--- config.mk ---
export PLATFORM = sky130hd
export DESIGN_NAME = trig_table_writer
export DESIGN_NICKNAME = d
export VERILOG_FILES = /design/src/rtl/trig_table_writer.sv
export SDC_FILE = /design/constraint.sdc
export NUM_CORES = 1
export LEC_CHECK = 0
export BUFFER_PORTS_ARGS = -buffer_cell sky130_fd_sc_hd__clkbuf_2
export CORE_MARGIN = 1
export CORE_UTILIZATION = 40
export CTS_CLUSTER_DIAMETER = 60
export CTS_CLUSTER_SIZE = 14
export DETAILED_ROUTE_END_ITERATION = 10
export PLACE_DENSITY = 0.71
export SLEW_MARGIN = 5
export SYNTH_ARGS = -nofsm -noshare
export SYNTH_HDL_FRONTEND = slang
export SYNTH_SLANG_ARGS = --single-unit
--- constraint.sdc ---
create_clock -name clk -period 2.1 [get_ports clk]
set_clock_uncertainty 0.05 [all_clocks]
set_input_delay 0.105 -clock clk [delete_from_list [all_inputs] [get_ports clk]]
set_output_delay 0.105 -clock clk [all_outputs]
set_load 0.03 [all_outputs]
--- src/rtl/trig_table_writer.sv ---
// trig_table_writer
// Runtime loader for the per-bin sine/cosine wave tables and the per-bin
// wave-length (wrap) table. A valid/ready word stream carries, for each bin,
// one header word (wave length L) followed by 2L interleaved sin/cos samples.
// Positions L..2**NS-1 of every bin are zero-filled so stale samples from a
// previous load can never be read back by the trig readers.
module trig_table_writer #(
  parameter int N    = 16,
  parameter int BINS = 24,
  parameter int NS   = 6
) (
  input  logic                        clk,
  input  logic                        rst,
  input  logic                        start,
  input  logic [N-1:0]                in_data,
  input  logic                        in_valid,
  output logic                        in_ready,
  output logic                        busy,
  output logic                        done,
  output logic                        err,
  output logic                        tbl_we,
  output logic [$clog2(BINS)+NS-1:0]  tbl_addr,
  output logic [N-1:0]                tbl_sin,
  output logic [N-1:0]                tbl_cos,
  output logic                        len_we,
  output logic [$clog2(BINS)-1:0]     len_bin,
  output logic [NS-1:0]               len_value
);

  localparam int BW = $clog2(BINS);
  localparam logic [BW-1:0] LAST_BIN = BW'(BINS - 1);
  localparam logic [NS-1:0] LAST_POS = {NS{1'b1}};
  localparam logic [NS-1:0] MIN_LEN  = NS'(2);

  typedef enum logic [2:0] {
    S_IDLE = 3'd0,
    S_HDR  = 3'd1,
    S_SIN  = 3'd2,
    S_COS  = 3'd3,
    S_FILL = 3'd4,
    S_DONE = 3'd5,
    S_ERR  = 3'd6
  } state_t;

  // A header is legal when its upper bits are clear and 2 <= L (L <= 2**NS-1 by width).
  function automatic logic hdr_legal(input logic [N-1:0] w);
    return (w[N-1:NS] == {(N-NS){1'b0}}) && (w[NS-1:0] >= MIN_LEN);
  endfunction

  state_t          state_r, state_s;
  logic [BW-1:0]   bin_r, bin_s;
  logic [NS-1:0]   pos_r, pos_s;
  logic [NS-1:0]   len_r, len_s;
  logic [N-1:0]    sin_lat_r, sin_lat_s;
  logic            word_s;
  logic            in_ready_s, busy_s, done_s, err_s;
  logic            tbl_we_s, len_we_s;
  logic [BW+NS-1:0] tbl_addr_s;
  logic [N-1:0]    tbl_sin_s, tbl_cos_s;
  logic [BW-1:0]   len_bin_s;
  logic [NS-1:0]   len_value_s;

  // Next-state, counter and write-strobe decode; outputs are registered below.
  always_comb begin
    state_s     = state_r;
    bin_s       = bin_r;
    pos_s       = pos_r;
    len_s       = len_r;
    sin_lat_s   = sin_lat_r;
    tbl_we_s    = 1'b0;
    tbl_addr_s  = {(BW+NS){1'b0}};
    tbl_sin_s   = {N{1'b0}};
    tbl_cos_s   = {N{1'b0}};
    len_we_s    = 1'b0;
    len_bin_s   = {BW{1'b0}};
    len_value_s = {NS{1'b0}};
    // in_ready is registered from the state decode, so the handshake never loops through in_valid
    word_s      = in_valid & in_ready;

    case (state_r)
      S_IDLE, S_DONE, S_ERR: begin
        if (start) begin
          state_s = S_HDR;
          bin_s   = {BW{1'b0}};
          pos_s   = {NS{1'b0}};
        end else begin
          state_s = state_r;
        end
      end
      S_HDR: begin
        if (word_s) begin
          if (hdr_legal(in_data)) begin
            state_s     = S_SIN;
            pos_s       = {NS{1'b0}};
            len_s       = in_data[NS-1:0];
            len_we_s    = 1'b1;
            len_bin_s   = bin_r;
            len_value_s = in_data[NS-1:0];
          end else begin
            state_s = S_ERR;
          end
        end else begin
          state_s = state_r;
        end
      end
      S_SIN: begin
        if (word_s) begin
          sin_lat_s = in_data;
          state_s   = S_COS;
        end else begin
          state_s = state_r;
        end
      end
      S_COS: begin
        if (word_s) begin
          tbl_we_s   = 1'b1;
          tbl_addr_s = {bin_r, pos_r};
          tbl_sin_s  = sin_lat_r;
          tbl_cos_s  = in_data;
          // pos never exceeds L <= 2**NS-1 here, so the increment cannot wrap
          pos_s      = pos_r + NS'(1);
          state_s    = (pos_r == (len_r - NS'(1))) ? S_FILL : S_SIN;
        end else begin
          state_s = state_r;
        end
      end
      S_FILL: begin
        tbl_we_s   = 1'b1;
        tbl_addr_s = {bin_r, pos_r};
        if (pos_r == LAST_POS) begin
          if (bin_r == LAST_BIN) begin
            state_s = S_DONE;
          end else begin
            bin_s   = bin_r + BW'(1);
            state_s = S_HDR;
          end
        end else begin
          pos_s = pos_r + NS'(1);
        end
      end
      default: begin
        state_s = S_IDLE;
      end
    endcase

    in_ready_s = (state_s == S_HDR) || (state_s == S_SIN) || (state_s == S_COS);
    busy_s     = in_ready_s || (state_s == S_FILL);
    done_s     = (state_s == S_DONE);
    err_s      = (state_s == S_ERR);
  end

  // State, counters and every output register; rst aborts immediately to IDLE.
  always_ff @(posedge clk) begin
    if (rst) begin
      state_r   <= S_IDLE;
      bin_r     <= {BW{1'b0}};
      pos_r     <= {NS{1'b0}};
      len_r     <= {NS{1'b0}};
      sin_lat_r <= {N{1'b0}};
      in_ready  <= 1'b0;
      busy      <= 1'b0;
      done      <= 1'b0;
      err       <= 1'b0;
      tbl_we    <= 1'b0;
      tbl_addr  <= {(BW+NS){1'b0}};
      tbl_sin   <= {N{1'b0}};
      tbl_cos   <= {N{1'b0}};
      len_we    <= 1'b0;
      len_bin   <= {BW{1'b0}};
      len_value <= {NS{1'b0}};
    end else begin
      state_r   <= state_s;
      bin_r     <= bin_s;
      pos_r     <= pos_s;
      len_r     <= len_s;
      sin_lat_r <= sin_lat_s;
      in_ready  <= in_ready_s;
      busy      <= busy_s;
      done      <= done_s;
      err       <= err_s;
      tbl_we    <= tbl_we_s;
      tbl_addr  <= tbl_addr_s;
      tbl_sin   <= tbl_sin_s;
      tbl_cos   <= tbl_cos_s;
      len_we    <= len_we_s;
      len_bin   <= len_bin_s;
      len_value <= len_value_s;
    end
  end

endmodule

==> flow_summary_export.csv, run 1 <==
group,metric,value,unit
outcome,status,"finished clean",
critical_path,startpoint_type,"register",
power_and_ir_drop,pwr-share-comb,7.0,%
synth,postSynthNetCount,377,
clock_tree,clock_latency,0.36,ns
synth,synth_cells,354,
critical_path,critical_path_class,"register to register",
critical_path,crit_path_max_fanout,4,
power_and_ir_drop,power.share.clock,38.7,%
clock_tree,cts_buffers,9,
sta,setup-tns-final,0,ns
synth,synth_top_flop_cell,"dfxtp_1",
sta,period_needed,2.06,ns
power_and_ir_drop,net_switching_power,0.788,mW
clock_tree,path_clk_slew,0.09,ns
finish,nets,486,
synth,synth.distinct_cells,47,
synth,synth.yosys.warnings,0,
sta,report.final.setup_viol,0,
power_and_ir_drop,worst_ir_drop_vdd,0.309,mV
job,number_of_maximum_capacitance_constraint_violations,0,
place,count_of_port_buffers_added_during_placement,79,
critical_path,setup.worst_path.end_class,"register",
finish,finalCoreUtilization,54.7,%
sta,rsz_0062_raised_after_global_routing,"yes",
grt,grt_pass1_vias,2568,
synth,synth-edff-count,0,
route,wl_per_cell,13.5,microns
synth,yosys-top-cells-count,"dfxtp_1 (96), and2_1 (58), nor2_1 (31)",
synth,synth.avg_cell_area,9.92,sq um
sta,timing_worst_slew_pin_value,0.483,ns
grt,grt_max_degree,33,
synth,synth_top_cell_by_area,"dfxtp_1",
floorplan,core_area,8340,sq um
clock_tree,cts.path.max_buffers,2,
power_and_ir_drop,p_per_area,744,nW/um^2
place,finalWeightedCongestion,0.827,
route,dr.first_iter.drc_count,141,
critical_path,timing.reg2reg.setup_slack,0.04,ns
floorplan,io_pins,80,
synth,yosysSeqAreaShare,54.7,%
grt,initial_antenna_violation_count,0,
synth,yosys-top-cells-area,"dfxtp_1 (55%), and2_1 (10%), mux2i_1 (4.8%)",
route,count_of_antenna_violating_nets_left_after_detailed_routing,0,
clock_tree,clkSinkCount,96,
route,drt-pass1-iter-count,4,
sta,fmax,0.485,GHz
sta,finalHoldViolCount,0,
synth,synth_seq_cells,96,
power_and_ir_drop,cellInternalPower,2.61,mW
finish,insertedDiodeCount,0,
grt,grt-ovfl-total,0,
route,routed_vias_inst,4.83,
clock_tree,cts_tree,"yes",
route,via_count,2770,
grt,grt_pass1_wl,12.0,mm
route,drc,0,
worst_hold_path,hold_path.class,"input port to register",
finish,area_delta_synth_final,29.9,%
synth,netlist_area_before_placement,3510,sq um
clock_tree,cts.htree.levels,3,
synth,synth_top_cell_area_share,54.7,%
clock_tree,ctsRootBufferMaster,"clkbuf_8",
floorplan,die-height,95.7,microns
grt,grt_use_total,17.2,%
floorplan,die_w,95.7,microns
sta,finalMaxSlewViolations,0,
power_and_ir_drop,power_leakage,2.04,nW
power_and_ir_drop,p_seq_share,54.4,%
sta,slew_headroom,67.7,%
power_and_ir_drop,sw_frac_of_total,23.2,%
critical_path,critical_path_required,2.30,ns
route,routed_wl,7.76,mm
place,detailed_place_hpwl,5.37,mm
floorplan,start_util,42.1,%
floorplan,placementRows,33,
sta,fin_crit_sh,98.1,%
floorplan,design.die.area,9160,sq um
critical_path,worst-endpoint-arrival,2.26,ns
synth,synth.most_common_cell,"dfxtp_1",
finish,layout-drive-gt1-share,29.5,%
synth,async_flop_share,0,%
metal layers:
layer	global-route usage (%)	vias to the layer above	part of all wire, %
li1	-	1410	-
met1	22.0	1261	46
met4	6.59	0	1.4
met2	27.4	86	47
met5	0	-	0
met3	4.82	13	5.9
path summary, 6_finish.rpt:
kind,startpoint,endpoint,depth (start not counted)
max,len_r[1],busy,9
min,rst,bin_r[1],3
max reg2reg,len_r[1],busy,9
min reg2reg,sin_lat_r[7],tbl_sin[7],1
per-stage QoR:
step / cells / setup slack [ns] / cell area (sq um) / total power [mW] / hold WS, ns
6_report: 573 / 0.0401 / 4560 / 3.40 / 0.0933
2_1_floorplan: 354 / 0.113 / 3510 / 2.01 / 0.177
5_1_grt: 573 / -0.0415 / 4560 / 3.54 / 0.109
3_5_place_dp: 540 / 0.0335 / 4110 / 2.09 / 0.302
4_1_cts: 572 / 0.0180 / 4490 / 3.41 / 0.0901
3_3_place_gp: 540 / 0.0726 / 4110 / 2.09 / 0.300
what timing repair did:
item,in CTS,in global routing
hold buffers,16,0
endpoints found under the setup margin,0,12
setup buffers,0,1
hold endpoints to repair,36,0
resized for setup,0,15
sequential cells by signal, summed over array words and instances, names as in the netlist:
register and cells:
state_r 3, in_ready 1, bin_r 5, pos_r 6, tbl_we 1, len_value 6, busy 1, len_r 6
err 1, sin_lat_r 16, tbl_sin 16, done 1, len_bin 5, tbl_addr 11, tbl_cos 16, len_we 1
kinds of logic (layout without fill, tap and decap cells):
| logic type | count (synthesis) | count (layout) | share of synthesized area, % |
|---|---|---|---|
| fa+ha+maj | 3 | 3 | 1.07 |
| simple gates | 158 | 158 | 24.7 |
| compound gates | 51 | 51 | 10.3 |
| flops | 96 | 96 | 54.7 |
| mux | 17 | 17 | 4.84 |
| buf+inv | 21 | 135 | 2.39 |
| xor+xnor | 8 | 8 | 1.99 |
final cells by class:
cell class / count / area, sq um
clock buffer: 10 / 128
timing repair buffer: 114 / 698
sequential: 96 / 1920
fill: 731 / 3780
tap: 105 / 131
inverter: 5 / 18.8
multi-input combinational: 237 / 1570
clock inverter: 6 / 91.3
power by group through the flow:
stage          Clock [mW]  Sequential [mW]  Combinational (mW)
3_5_place_dp            0             1.89               0.202
2_1_floorplan           0             1.90               0.110
6_report             1.31             1.85               0.236
4_1_cts              1.33             1.85               0.226
5_1_grt              1.43             1.85               0.258
3_3_place_gp            0             1.89               0.199
placed cells by master (no fill, tap or decap), types with 4 or more instances in the layout:
| master | instances |
|---|---|
| dfxtp_1 | 94 |
| nor2_1 | 31 |
| o21ai_0 | 10 |
| clkbuf_2 | 79 |
| a31oi_1 | 4 |
| xnor2_1 | 6 |
| clkbuf_8 | 9 |
| mux2i_1 | 17 |
| buf_4 | 19 |
| dlygate4sd3_1 | 16 |
| nand2_1 | 25 |
| nand3_1 | 13 |
| and2_1 | 58 |
| a21oi_1 | 14 |
worst max-delay path, cell delays in order, from the launching register on:
cell and delay, ns:
dfxtp_2 0.34, inv_2 0.06, ha_4 0.13, or3b_1 0.34, a211o_1 0.30, buf_4 0.15, nor4_2 0.19, a21oi_2 0.13
o211ai_2 0.17, o2bb2ai_1 0.08
No activity file was read; power rests on OpenSTA's default activity.
==> run 2, diff against run 1 <==
Settings changed: PLACE_DENSITY 0.71 to 0.69.
Clock period 2.1 ns to 2.3 ns, I/O delays scaled along.
==> run 2 against run 1 <==
  * Final cell count is 2.1% lower
  * Sequential cell count stayed put
  * Non-clock buffer count fell by 12
  * Via count fell by 0.94%
  * Largest power group unchanged
  * Clock power is 13% lower
  * Count of clock-buffer cells in the layout shrank 1
  * Routed wire length down 3.4%
  * Design area shrank 3.2%
  * Sequential power is 9% lower
==> flow_summary_export.csv, run 2 (synthesis gave the netlist of run 1 again) <==
group,metric,value,unit
outcome,status,"finished clean",
critical_path,startpoint_type,"register",
critical_path,timing.reg2reg.setup_slack,0.11,ns
critical_path,critical_path_class,"register to register",
finish,layout.cells.most_common_list,"dfxtp_1 (96), clkbuf_2 (79), and2_1 (58), nor2_1 (31), nand2_1 (25)",
power_and_ir_drop,cellInternalPower,2.28,mW
clock_tree,clkSinkCount,96,
sta,period_needed,2.19,ns
finish,largest_registers,"sin_lat_r (16), tbl_cos (16), tbl_sin (16)",
finish,layout_commonest_cell,"dfxtp_1",
grt,initial_antenna_violation_count,0,
sta,fin_crit_sh,95.2,%
clock_tree,cts.path.max_buffers,2,
sta,setup-tns-final,0,ns
sta,timing_worst_slew_pin_value,0.490,ns
route,routed_vias_inst,4.89,
route,routed_wl,7.49,mm
grt,grt_use_total,17.1,%
clock_tree,post-cts-setup-buffer-count,0,
route,drt-pass1-iter-count,4,
critical_path,worst_r2r_startpoint,"pos_r[0]",
grt,grt_max_degree,33,
power_and_ir_drop,p_seq_share,55.8,%
sta,fmax,0.457,GHz
place,count_of_port_buffers_added_during_placement,79,
clock_tree,cts_buffers,9,
critical_path,setup.worst_path.end_class,"register",
finish,fill_cell_total_of_the_finished_layout,767,
critical_path,reg2reg_depth,6,
floorplan,die_w,95.7,microns
critical_path,crit_path_max_fanout,9,
finish,finalCoreUtilization,53.0,%
clock_tree,path_clk_slew,0.09,ns
route,drc,0,
sta,slew_headroom,67.3,%
critical_path,critical_path_required,2.54,ns
floorplan,io_pins,80,
finish,layout-drive-gt1-share,26.5,%
finish,insertedDiodeCount,0,
floorplan,start_util,42.1,%
critical_path,worst-endpoint-arrival,2.42,ns
grt,grt-ovfl-total,0,
power_and_ir_drop,sw_frac_of_total,24.8,%
critical_path,rr_endpoint,"bin_r[1]",
power_and_ir_drop,net_switching_power,0.750,mW
critical_path,setup.worst_path.start,"pos_r[0]",
power_and_ir_drop,pwr-share-comb,6.4,%
route,via_count,2744,
finish,area_delta_synth_final,25.7,%
power_and_ir_drop,power.share.clock,37.8,%
sta,finalHoldViolCount,0,
route,count_of_antenna_violating_nets_left_after_detailed_routing,0,
place,detailed_place_hpwl,5.15,mm
critical_path,termination_of_the_worst_setup_path,"bin_r[1]",
clock_tree,ctsRootBufferMaster,"clkbuf_8",
clock_tree,cts_tree,"yes",
floorplan,design.die.area,9160,sq um
floorplan,core_area,8340,sq um
power_and_ir_drop,worst_ir_drop_vdd,0.370,mV
clock_tree,clock_latency,0.36,ns
clock_tree,cts.htree.levels,3,
job,number_of_maximum_capacitance_constraint_violations,0,
sta,finalMaxSlewViolations,0,
floorplan,die-height,95.7,microns
route,wl_per_cell,13.4,microns
power_and_ir_drop,p_per_area,686,nW/um^2
power_and_ir_drop,power_leakage,1.97,nW
finish,nets,474,
place,finalWeightedCongestion,0.887,
sta,report.final.setup_viol,0,
grt,grt_pass1_vias,2612,
route,dr.first_iter.drc_count,127,
floorplan,placementRows,33,
worst_hold_path,hold_path.class,"input port to register",
grt,grt_pass1_wl,11.9,mm
run 2: cell types whose count changed in the layout (fill, tap and decap cells not counted), moves of 2 or more:
cell / before / now
buf_4: 19 / 8
and3_1: 1 / 3
clkinvlp_4: 2 / 0
dfxtp_1: 94 / 96
dfxtp_2: 2 / 0
inv_1: 3 / 5
inv_2: 2 / 0
inv_6: 0 / 2
run 2: worst min-delay path by stage:
stage                startpoint           end  slack (ns)  cells after the start
detailed placement  in_data[13]   tbl_cos[13]        0.31                      2
finish               in_data[1]    tbl_cos[1]        0.02                      2
global route         in_data[1]    tbl_cos[1]        0.03                      2
global placement    in_data[10]   tbl_cos[10]        0.31                      2
CTS                  in_data[1]    tbl_cos[1]        0.01                      2
floorplan            in_data[0]  len_value[0]        0.19                      1
run 2: metrics by stage:
stage / area, sq um / hold WS, ns / instances / setup slack, ns / power [mW]
floorplan: 3510 / 0.187 / 354 / 0.313 / 1.83
global placement: 4040 / 0.309 / 530 / 0.212 / 1.90
detailed placement: 4040 / 0.312 / 530 / 0.119 / 1.90
CTS: 4400 / 0.0117 / 561 / 0.0971 / 3.04
global route: 4420 / 0.0343 / 561 / -0.0172 / 3.14
finish: 4420 / 0.0201 / 561 / 0.111 / 3.03
run 2: what timing repair did:
item	CTS	global route
gates resized for setup	0	4
hold endpoints to repair	31	0
setup endpoints to repair	0	7
hold buffers	15	0
run 2: per-layer routing:
metal	vias to the layer above	GRT usage, %	wire [microns]
met1	1263	20.9	3390
li1	1382	-	-
met2	91	28.7	3620
met4	0	8.58	116
met3	8	3.16	369
met5	-	0	0
run 2: power groups by stage:
| stage | Sequential, mW | Clock [mW] | Combinational [mW] |
|---|---|---|---|
| floorplan | 1.73 | 0 | 0.101 |
| global placement | 1.73 | 0 | 0.166 |
| detailed placement | 1.73 | 0 | 0.169 |
| CTS | 1.69 | 1.16 | 0.191 |
| global route | 1.69 | 1.24 | 0.214 |
| finish | 1.69 | 1.14 | 0.194 |
run 2: cell type report:
| class | count | area, sq um | share of cell area, % |
|---|---|---|---|
| clock buffer | 9 | 124 | 2.80 |
| clock inverter | 7 | 88.8 | 2.01 |
| inverter | 5 | 18.8 | 0.425 |
| multi-input combinational | 237 | 1530 | 34.6 |
| sequential | 96 | 1920 | 43.5 |
| tap | 105 | 131 | 2.97 |
| timing repair buffer | 102 | 606 | 13.7 |
run 2: critical path, stage by stage (launching register included):
cell,delay (ns)
dfxtp_1,0.46
ha_1,0.28
nand3_1,0.13
o41ai_2,0.39
a31oi_2,0.24
or3b_1,0.43
a21oi_1,0.15
